===== config.mk =====
export PLATFORM = sky130hd
export DESIGN_NAME = tile_loader
export DESIGN_NICKNAME = d
export VERILOG_FILES = /design/src/rtl/tile_loader_pkg.sv /design/src/rtl/tile_addr_gen.sv /design/src/rtl/tile_loader.sv
export SDC_FILE = /design/constraint.sdc
export NUM_CORES = 1
export LEC_CHECK = 0
export BUFFER_PORTS_ARGS = -buffer_cell sky130_fd_sc_hd__buf_2
export CORE_MARGIN = 8
export CORE_UTILIZATION = 45
export CTS_CLUSTER_DIAMETER = 30
export DETAILED_ROUTE_END_ITERATION = 8
export PLACE_DENSITY = 0.68
export SLEW_MARGIN = 40
export SYNTH_ARGS = -nofsm -noshare
export SYNTH_HDL_FRONTEND = slang
export SYNTH_HIERARCHICAL = 1
export SYNTH_SLANG_ARGS = --single-unit
export TNS_END_PERCENT = 50

===== constraint.sdc =====
create_clock -name clk -period 3.15 [get_ports clk]
set_input_delay 0.63 -clock clk [delete_from_list [all_inputs] [get_ports clk]]
set_output_delay 0.63 -clock clk [all_outputs]
set_load 0.03 [all_outputs]

===== src/rtl/tile_loader_pkg.sv =====
// Shared types, field widths and phase sizes for the tile loader.
// The loader fills kernel memory, input memory and the overlap cache from one host word stream.
package tile_loader_pkg;

   localparam int unsigned IO_DATA_WIDTH = 16;
   localparam int unsigned ADDR_W        = 16;
   localparam int unsigned TILE_W        = 64;
   localparam int unsigned TILE_H        = 128;
   localparam int unsigned TILE_CH       = 2;
   localparam int unsigned KERNEL_SIZE   = 3;
   localparam int unsigned KOUT_CH       = 16;

   localparam int unsigned X_W  = 6;
   localparam int unsigned Y_W  = 7;
   localparam int unsigned CH_W = 1;
   localparam int unsigned K_W  = 2;
   localparam int unsigned OC_W = 4;

   localparam int unsigned COLS_W   = 7;
   localparam int unsigned CNT_W    = 7;
   localparam int unsigned N_FIELDS = 4;

   localparam int unsigned KERNEL_SEL_BIT = 15;

   localparam int unsigned KERNEL_WORDS  = 288;
   localparam int unsigned INPUT_WORDS   = 16384;
   localparam int unsigned OVERLAP_WORDS = 256;

   typedef enum logic [2:0] {
      IDLE,
      KERNEL,
      INPUT,
      OVERLAP,
      DONE
   } phase_t;

   // Field 0 is the fastest-moving counter.
   typedef logic [N_FIELDS-1:0][CNT_W-1:0] fields_t;

   typedef struct packed {
      logic [ADDR_W-1:0]        addr;
      logic [IO_DATA_WIDTH-1:0] data;
      logic                     int_we;
      logic                     ovl_we;
      logic                     zero;
   } wr_t;

   // Zero or out-of-range column counts mean a full-width tile.
   function automatic logic [COLS_W-1:0] clamp_cols(input logic [COLS_W-1:0] c);
      if (c == '0 || c > COLS_W'(TILE_W)) return COLS_W'(TILE_W);
      return c;
   endfunction

endpackage


===== src/rtl/tile_addr_gen.sv =====
// Nested wrap counters: field 0 fastest; each field rolls over at its own maximum.
// last flags the final slot; incrementing on the final slot returns every field to zero.
module tile_addr_gen
   import tile_loader_pkg::*;
(
   input  logic             clk,
   input  logic             arst_in,
   input  logic             inc,
   input  logic             clear,
   input  fields_t          max_val,
   output fields_t          cnt,
   output logic [CNT_W-1:0] nxt0,
   output logic             last
);

   fields_t nxt;
   logic    carry;

   always_comb begin
      last = 1'b1;
      for (int i = 0; i < int'(N_FIELDS); i++) begin
         if (cnt[i] != max_val[i]) last = 1'b0;
      end
   end

   // Ripple carry from the fastest field upward.
   always_comb begin
      nxt   = cnt;
      carry = inc;
      if (clear) begin
         nxt = '0;
      end else begin
         for (int i = 0; i < int'(N_FIELDS); i++) begin
            if (carry) begin
               if (cnt[i] == max_val[i]) begin
                  nxt[i] = '0;
               end else begin
                  nxt[i] = cnt[i] + CNT_W'(1);
                  carry  = 1'b0;
               end
            end
         end
      end
   end

   assign nxt0 = nxt[0];

   always_ff @(posedge clk or posedge arst_in) begin
      if (arst_in) cnt <= '0;
      else         cnt <= nxt;
   end

endmodule


===== src/rtl/tile_loader.sv =====
// Streams one tile load (kernel, input with right-edge zero fill, overlap) into the chip memories.
// Every write leaves the output registers one cycle after the slot it belongs to is taken.
module tile_loader
   import tile_loader_pkg::*;
(
   input  logic                     clk,
   input  logic                     arst_in,
   input  logic                     start,
   input  logic                     load_kernel,
   input  logic                     load_overlap,
   input  logic [COLS_W-1:0]        valid_cols,
   input  logic [IO_DATA_WIDTH-1:0] s_data,
   input  logic                     s_valid,
   output logic                     s_ready,
   output logic [ADDR_W-1:0]        a_input,
   output logic [IO_DATA_WIDTH-1:0] b_input,
   output logic                     int_mem_we,
   output logic                     overlap_cache_we,
   output logic                     b_zero,
   output logic                     data_ready,
   output logic                     busy
);

   phase_t            state, state_nxt;
   logic              lo_q;
   logic [COLS_W-1:0] cols_q, cols_d;

   fields_t           gen_max, gen_cnt;
   logic [CNT_W-1:0]  gen_nxt0;
   logic              gen_last, gen_clear;

   logic              fill, adv;
   wr_t               wr_d, wr_q;
   logic              s_ready_d, busy_d, data_ready_d;

   // Field views of the shared counter, one set per phase.
   logic [OC_W-1:0] k_oc;
   logic [K_W-1:0]  k_x, k_y;
   logic [CH_W-1:0] k_ch, i_ch, o_ch;
   logic [X_W-1:0]  i_x;
   logic [Y_W-1:0]  i_y, o_y;
   logic            unused_bits;

   assign k_oc = gen_cnt[0][OC_W-1:0];
   assign k_x  = gen_cnt[1][K_W-1:0];
   assign k_y  = gen_cnt[2][K_W-1:0];
   assign k_ch = gen_cnt[3][CH_W-1:0];
   assign i_x  = gen_cnt[0][X_W-1:0];
   assign i_y  = gen_cnt[1][Y_W-1:0];
   assign i_ch = gen_cnt[2][CH_W-1:0];
   assign o_y  = gen_cnt[0][Y_W-1:0];
   assign o_ch = gen_cnt[1][CH_W-1:0];
   assign unused_bits = &{1'b0, gen_cnt[3][CNT_W-1:CH_W], gen_cnt[2][CNT_W-1:K_W]};

   always_comb begin
      gen_max = '0;
      case (state)
         KERNEL:  gen_max = {CNT_W'(TILE_CH - 1), CNT_W'(KERNEL_SIZE - 1),
                             CNT_W'(KERNEL_SIZE - 1), CNT_W'(KOUT_CH - 1)};
         INPUT:   gen_max = {CNT_W'(0), CNT_W'(TILE_CH - 1),
                             CNT_W'(TILE_H - 1), CNT_W'(TILE_W - 1)};
         OVERLAP: gen_max = {CNT_W'(0), CNT_W'(0),
                             CNT_W'(TILE_CH - 1), CNT_W'(TILE_H - 1)};
         default: gen_max = '0;
      endcase
   end

   assign gen_clear = (state == IDLE);

   // Zero-fill slots advance every cycle without touching the stream.
   assign fill = (state == INPUT) && ({1'b0, i_x} >= cols_q);

   always_comb begin
      adv = 1'b0;
      case (state)
         KERNEL, OVERLAP: adv = s_valid && s_ready;
         INPUT:           adv = fill || (s_valid && s_ready);
         default:         adv = 1'b0;
      endcase
   end

   tile_addr_gen u_addr_gen (
      .clk     (clk),
      .arst_in (arst_in),
      .inc     (adv),
      .clear   (gen_clear),
      .max_val (gen_max),
      .cnt     (gen_cnt),
      .nxt0    (gen_nxt0),
      .last    (gen_last)
   );

   always_ff @(posedge clk or posedge arst_in) begin
      if (arst_in) state <= IDLE;
      else         state <= state_nxt;
   end

   always_comb begin
      state_nxt = state;
      case (state)
         IDLE:    if (start) state_nxt = load_kernel ? KERNEL : INPUT;
         KERNEL:  if (adv && gen_last) state_nxt = INPUT;
         INPUT:   if (adv && gen_last) state_nxt = lo_q ? OVERLAP : DONE;
         OVERLAP: if (adv && gen_last) state_nxt = DONE;
         DONE:    state_nxt = IDLE;
         default: state_nxt = IDLE;
      endcase
   end

   assign cols_d = (state == IDLE && start) ? clamp_cols(valid_cols) : cols_q;

   // s_ready is precomputed for the coming cycle from the next state and column.
   always_comb begin
      wr_d         = '0;
      s_ready_d    = 1'b0;
      busy_d       = (state_nxt != IDLE);
      data_ready_d = (state_nxt == DONE);
      if (adv) begin
         case (state)
            KERNEL: begin
               wr_d.addr                 = ADDR_W'({k_ch, k_y, k_x, k_oc});
               wr_d.addr[KERNEL_SEL_BIT] = 1'b1;
               wr_d.data                 = s_data;
               wr_d.int_we               = 1'b1;
            end
            INPUT: begin
               wr_d.addr   = ADDR_W'({i_ch, i_y, i_x});
               wr_d.data   = fill ? '0 : s_data;
               wr_d.int_we = 1'b1;
               wr_d.zero   = fill;
            end
            OVERLAP: begin
               wr_d.addr   = ADDR_W'({o_ch, o_y});
               wr_d.data   = s_data;
               wr_d.ovl_we = 1'b1;
            end
            default: wr_d = '0;
         endcase
      end
      case (state_nxt)
         KERNEL, OVERLAP: s_ready_d = 1'b1;
         INPUT:           s_ready_d = (gen_nxt0 < cols_d);
         default:         s_ready_d = 1'b0;
      endcase
   end

   always_ff @(posedge clk or posedge arst_in) begin
      if (arst_in) begin
         wr_q       <= '0;
         s_ready    <= 1'b0;
         busy       <= 1'b0;
         data_ready <= 1'b0;
         lo_q       <= 1'b0;
         cols_q     <= COLS_W'(TILE_W);
      end else begin
         wr_q       <= wr_d;
         s_ready    <= s_ready_d;
         busy       <= busy_d;
         data_ready <= data_ready_d;
         cols_q     <= cols_d;
         if (state == IDLE && start) lo_q <= load_overlap;
      end
   end

   assign a_input          = wr_q.addr;
   assign b_input          = wr_q.data;
   assign int_mem_we       = wr_q.int_we;
   assign overlap_cache_we = wr_q.ovl_we;
   assign b_zero           = wr_q.zero;

endmodule

; ---- After elaboration in Yosys (flattened, before gate mapping)
; Cells that the tools add are included.
[totals]
inputBits = 29
register_bits = 77
out_inout_bits = 38
wordCells = 94
[op_classes]
n_reduce_logical = 15
mux = 42
addsub = 4
n_eq_ne = 15
n_lt_le_gt_ge = 3
[op_table]
columns = operator, count
row1 = $pmux 32 s3, 1
row2 = $mux 7, 11
row3 = $pmux 22 s3, 1
row4 = $mux 35, 1
row5 = $add 7x1->7 const B, 4
row6 = $mux 28, 1
row7 = $eq 7x7->1, 3
row8 = $ne 7x7->1, 3
row9 = $mux 1, 17
row10 = $mux 16, 1
row11 = $mux 3, 5
row12 = $eq 3x2->1 const B, 4
row13 = $pmux 3 s4, 1
row14 = $eq 7x1->1, 1
row15 = $ge 6x7->1, 1
row16 = $gt 7x7->1 const B, 1
row17 = $logic_not 7->1, 1
row18 = $lt 7x7->1, 1
row19 = $ne 7x1->1, 1
row20 = $eq 3x1->1 const B, 2
row21 = $reduce_bool 2->1, 3
row22 = $reduce_or 2->1, 3
row23 = $logic_and 1x1->1, 4
row24 = $pmux 1 s2, 2
row25 = 5 further kinds, 6

; ---- Depth between registers and ports, before layout
[depth]
ltp_word = 14
mapped_depth = 18

; ---- Modules after synthesis
; The synthesis kept the hierarchy.
[by_module_without_submodules]
columns = mod, cells_each, area_each_um2, n_inst, seq_area_each_um2
row1 = tile_loader, 213, 2249.7, 1, 1202.4
row2 = tile_addr_gen, 194, 1851.8, 1, 700.7

; ---- Worst setup path before layout
; No wires, ideal clock.
[synth_path]
kind = reg2reg
from = register u_addr_gen/cnt[0] in the netlist's numbering
to = register s_ready
required_ns = 3.008
path_stages_with_launch = 19
setup_slack_ns = -0.202
synth_period_minus_slack_ns = 3.352
arrival_time_ns = 3.210
path_buffers = 2
setup_ns = 0.142
cell_sequence = dfrtp_1 > inv_1 > ha_1 > nor2b_1 > o21ai_0 > a21o_4 > nor2_1 > inv_1 > nand4bb_1 > o21ai_1 > clkbuf_1 > nor2_1 > buf_4 > ha_1 > a21oi_1 > o21ai_0 > nor3_1 > a21oi_1 > o221ai_1
[synth_lines]
columns = element, line
row1 = from (decl), tile_addr_gen.sv:11  ; output fields_t cnt,
row2 = from (signal assigned), tile_addr_gen.sv:50  ; else cnt <= nxt;
row3 = to (signal assigned), tile_loader.sv:157  ; s_ready <= s_ready_d;
row4 = to (decl), tile_loader.sv:14  ; output logic s_ready,

; ---- Worst setup path in the final report
[layout_path]
from = register u_addr_gen/cnt[5] in the netlist's numbering
to = register s_ready
[layout_via]
elab_cells_between_ends = 25
classes_between = add/sub (1) / order compare (2) / eq/ne (5) / mux (13) / reduce/logical (4)
[layout_lines]
columns = element, line
row1 = $ge 6x7->1, tile_loader.sv:71  ; assign fill = (state == INPUT) && ({1'b0, i_x} >= cols_q);
row2 = $logic_and 1x1->1, tile_loader.sv:71
row3 = $logic_or 1x1->1, tile_loader.sv:77  ; INPUT: adv = fill || (s_valid && s_ready);
row4 = $pmux 1 s2, tile_loader.sv:75  ; case (state)
row5 = net adv, tile_loader.sv:32  ; logic fill, adv;
row6 = $mux 7, tile_addr_gen.sv:34  ; if (carry) begin
row7 = $mux 28, tile_addr_gen.sv:30  ; if (clear) begin
row8 = net gen_nxt0[4], tile_loader.sv:29  ; logic [CNT_W-1:0] gen_nxt0;
row9 = $lt 7x7->1, tile_loader.sv:142  ; INPUT: s_ready_d = (gen_nxt0 < cols_d);
row10 = $pmux 1 s2, tile_loader.sv:140  ; case (state_nxt)
row11 = net s_ready_d, tile_loader.sv:34  ; logic s_ready_d, busy_d, data_ready_d;
; The timed path passes the listed nets, and every way through them passes these cells.
; A chain may end at the register's enable or synchronous reset.

==> impl_metrics.env <==
export IMPL_startpoint_type="register"
export IMPL_r2r_start="u_addr_gen/cnt[5]"
export IMPL_drt_wl_total_mm=9.24
export IMPL_htree_levels=3
export IMPL_antennaDiodeCount=0
export IMPL_critPathSlowestCell="dfrtp_1"
export IMPL_path_delay_family="compound AO/OA/AOI/OAI gates"
export IMPL_nets=552
export IMPL_grt_usage_pct=15.1
export IMPL_postSynthCellCount=407
export IMPL_min_path_type="input pin to async pin"
export IMPL_crit_chain="ha_4, nand3_1, a211oi_2, a21o_4, nor2_4, inv_2, nand4bb_1, o21ai_2, buf_6, nor2_2, ha_1, a21oi_2, o21ai_2, nor3_1, a21oi_1, o221ai_1"
export IMPL_grt_first_pass_wirelength_mm=15.4
export IMPL_synth_common_cells="dfrtp_1 (75), nor2_1 (35), nand2_1 (28), and2_1 (27), inv_1 (26)"
export IMPL_finalHoldViolCount=0
export IMPL_cts_tree="yes"
export IMPL_final_util_pct=55.1
export IMPL_dieHeight_um=111
export IMPL_synth_warnings=6
export IMPL_start_util_pct=45.5
export IMPL_yosys_area_top_type="dfrtp_1"
export IMPL_finalCriticalPeriod_ns=3.06
export IMPL_insertion_delay_ns=0.36
export IMPL_cp_end_kind="register"
export IMPL_finalCritPeriodShare_pct=97.0
export IMPL_syn_avg_cell_area_um2=10.1
export IMPL_antenna_found_initial=0
export IMPL_cts_sinks=76
export IMPL_numCtsBuffers=9
export IMPL_dieArea_mm2=0.0124
export IMPL_crit_fanout=7
export IMPL_avgRoutedWirePerCell_um=14.8
export IMPL_fp_row_count=35
export IMPL_drtIter0Drc=130
export IMPL_cts_buffer_depth=2
export IMPL_yosysUniqueCellTypes=55
export IMPL_path_clk_slew_ns=0.09
export IMPL_firstDrtPassIters=4
export IMPL_netlist_area_mm2=0.00410
export IMPL_dpl_hpwl_mm=6.88
export IMPL_worst_pin_slew_ns=0.775
export IMPL_core_area_mm2=0.00902
export IMPL_maxCapViolCount=0
export IMPL_synth_edf_count=0
export IMPL_first_global_vias=3163
export IMPL_critPathMostFrequentCell="o21ai_2"
export IMPL_drc=0
export IMPL_r2r_setup_slack_ns=0.09
export IMPL_vias_per_cell=5.03
export IMPL_rr_endpoint="s_ready"
export IMPL_root_buffer="clkbuf_8"
export IMPL_p_per_area_mw_per_mm2=541
export IMPL_status="finished, final reports clean"
export IMPL_die_x_um=111
export IMPL_ys_ff_latch=76
export IMPL_async_reset_ff_share_pct=100
export IMPL_max_slew_margin_rel_pct=47.9
export IMPL_finalMaxSlewViolations=0
export IMPL_whs_ns=0.345
export IMPL_io_buffers=65
export IMPL_rsz0062_at_grt="true"
export IMPL_grt_max_degree=49
export IMPL_synth_most_common_cell="dfrtp_1"
export IMPL_io_pins=67
export IMPL_seq_area_frac_synth_pct=46.4
export IMPL_drive_above_1_share_pct=28.5
export IMPL_critical_path_required_ns=3.43
export IMPL_cp_num_buf_inv=2
export IMPL_leakage_nw=2.42
export IMPL_syn2layout_area_growth_pct=21.2
export IMPL_ir_drop_mv=0.285
export IMPL_slowest_delay_ns=0.43
export IMPL_ant_nets=0
export IMPL_worstSetupPathType="register to register"
export IMPL_synth_area_leaders="dfrtp_1 (46%), xnor2_1 (5.1%), ha_1 (4.9%)"
export IMPL_synth_top_area_share_pct=45.8
export IMPL_clock_fmax_mhz=327
export IMPL_skew_ns=0.00967
export IMPL_synth_ff_type="dfrtp_1"
export IMPL_reg2reg_depth=16
export IMPL_setup_violations=0
export IMPL_via_count=3135
export IMPL_total_power_mw=2.69
export IMPL_gp_congestion=0.813
export IMPL_gr_total_overflow=0
export IMPL_cp_arrival_ns=3.33
export IMPL_cts_hold_buffers=0
==> how the worst max path moves through the flow <==
stage / slack, ns / from / cells past startpoint / end
3_5_place_dp: -0.02 / cols_q[5] / 17 / s_ready
6_report: 0.09 / u_addr_gen/cnt[5] / 16 / s_ready
2_1_floorplan: 0.002 / u_addr_gen/cnt[5] / 17 / s_ready
5_1_grt: -0.07 / cols_q[5] / 17 / s_ready
4_1_cts: 0.05 / cols_q[2] / 17 / s_ready
3_3_place_gp: 0.09 / cols_q[5] / 17 / s_ready
==> cell usage in the layout (no fill, tap or decap), drive strengths merged, types with 10 or more instances in the layout <==
cell type and instances:
buf 93, dfrtp 75, nor2 36, inv 31, nand2 28, and2 27, xnor2 27, o21ai 26
ha 16, a21oi 16, xor2 13, nand2b 12, conb 12, nand3 10
==> routing by layer <==
layer | routed length [µm] | GRT usage (%) | up-vias
met5 | 0 | 0 | -
met3 | 542 | 4.57 | 9
met1 | 4170 | 19.2 | 1472
met4 | 122 | 5.96 | 0
met2 | 4410 | 23.4 | 88
li1 | - | - | 1566
==> area by class of cell <==
cell class              count  area [µm²]
clock buffers               9         124
clock inverters             7        76.3
fillers                   787        4050
inverters                  26         104
multi-input cells         300        2080
flip-flops and latches     76        1900
well taps                 111         139
repair buffers             93         539
repair inverters            1        5.00
==> power by group <==
part	switching, mW	internal (mW)	leakage, nW
clock	0.423	0.317	0.103
combinational	0.497	0.355	1.32
sequential	0.0418	1.05	0.995
==> sequential cells by signal, summed over array words and instances (netlist names) <==
register          cells
a_input              15
b_input              16
b_zero                1
busy                  1
cols_q                7
data_ready            1
int_mem_we            1
lo_q                  1
overlap_cache_we      1
s_ready               1
state                 3
u_addr_gen/cnt       28
==> metrics by stage <==
| step | setup WS (ns) | std cells | setup TNS [ns] | cell area [µm²] |
|---|---|---|---|---|
| floorplan | 0.00207 | 418 | 0 | 4150 |
| global placement | 0.0897 | 602 | 0 | 4670 |
| detailed placement | -0.0186 | 602 | -0.0186 | 4670 |
| CTS | 0.0491 | 619 | 0 | 4900 |
| global route | -0.0710 | 623 | -0.0710 | 4970 |
| finish | 0.0949 | 623 | 0 | 4970 |
==> timing repair <==
| item | in CTS | in global routing |
|---|---|---|
| pin swaps | 3 | 4 |
| setup endpoints to repair | 1 | 11 |
| resized for setup | 5 | 12 |
| buffers inserted | 1 | 3 |
| gates cloned | 0 | 1 |
==> kinds of logic (layout without fill, tap and decap cells) <==
kind of cell / Yosys count / count (layout) / synth area share (%)
mux: 3 / 3 / 0.793
compound gates: 73 / 73 / 12.8
buf+inv: 42 / 136 / 5.25
flops: 76 / 76 / 46.4
fa+ha+maj: 16 / 16 / 4.88
other cells: 1 / 12 / 0.0914
xor+xnor: 40 / 40 / 9.09
simple gates: 156 / 156 / 20.7
Note: power is estimated with default switching activity, not from simulation.
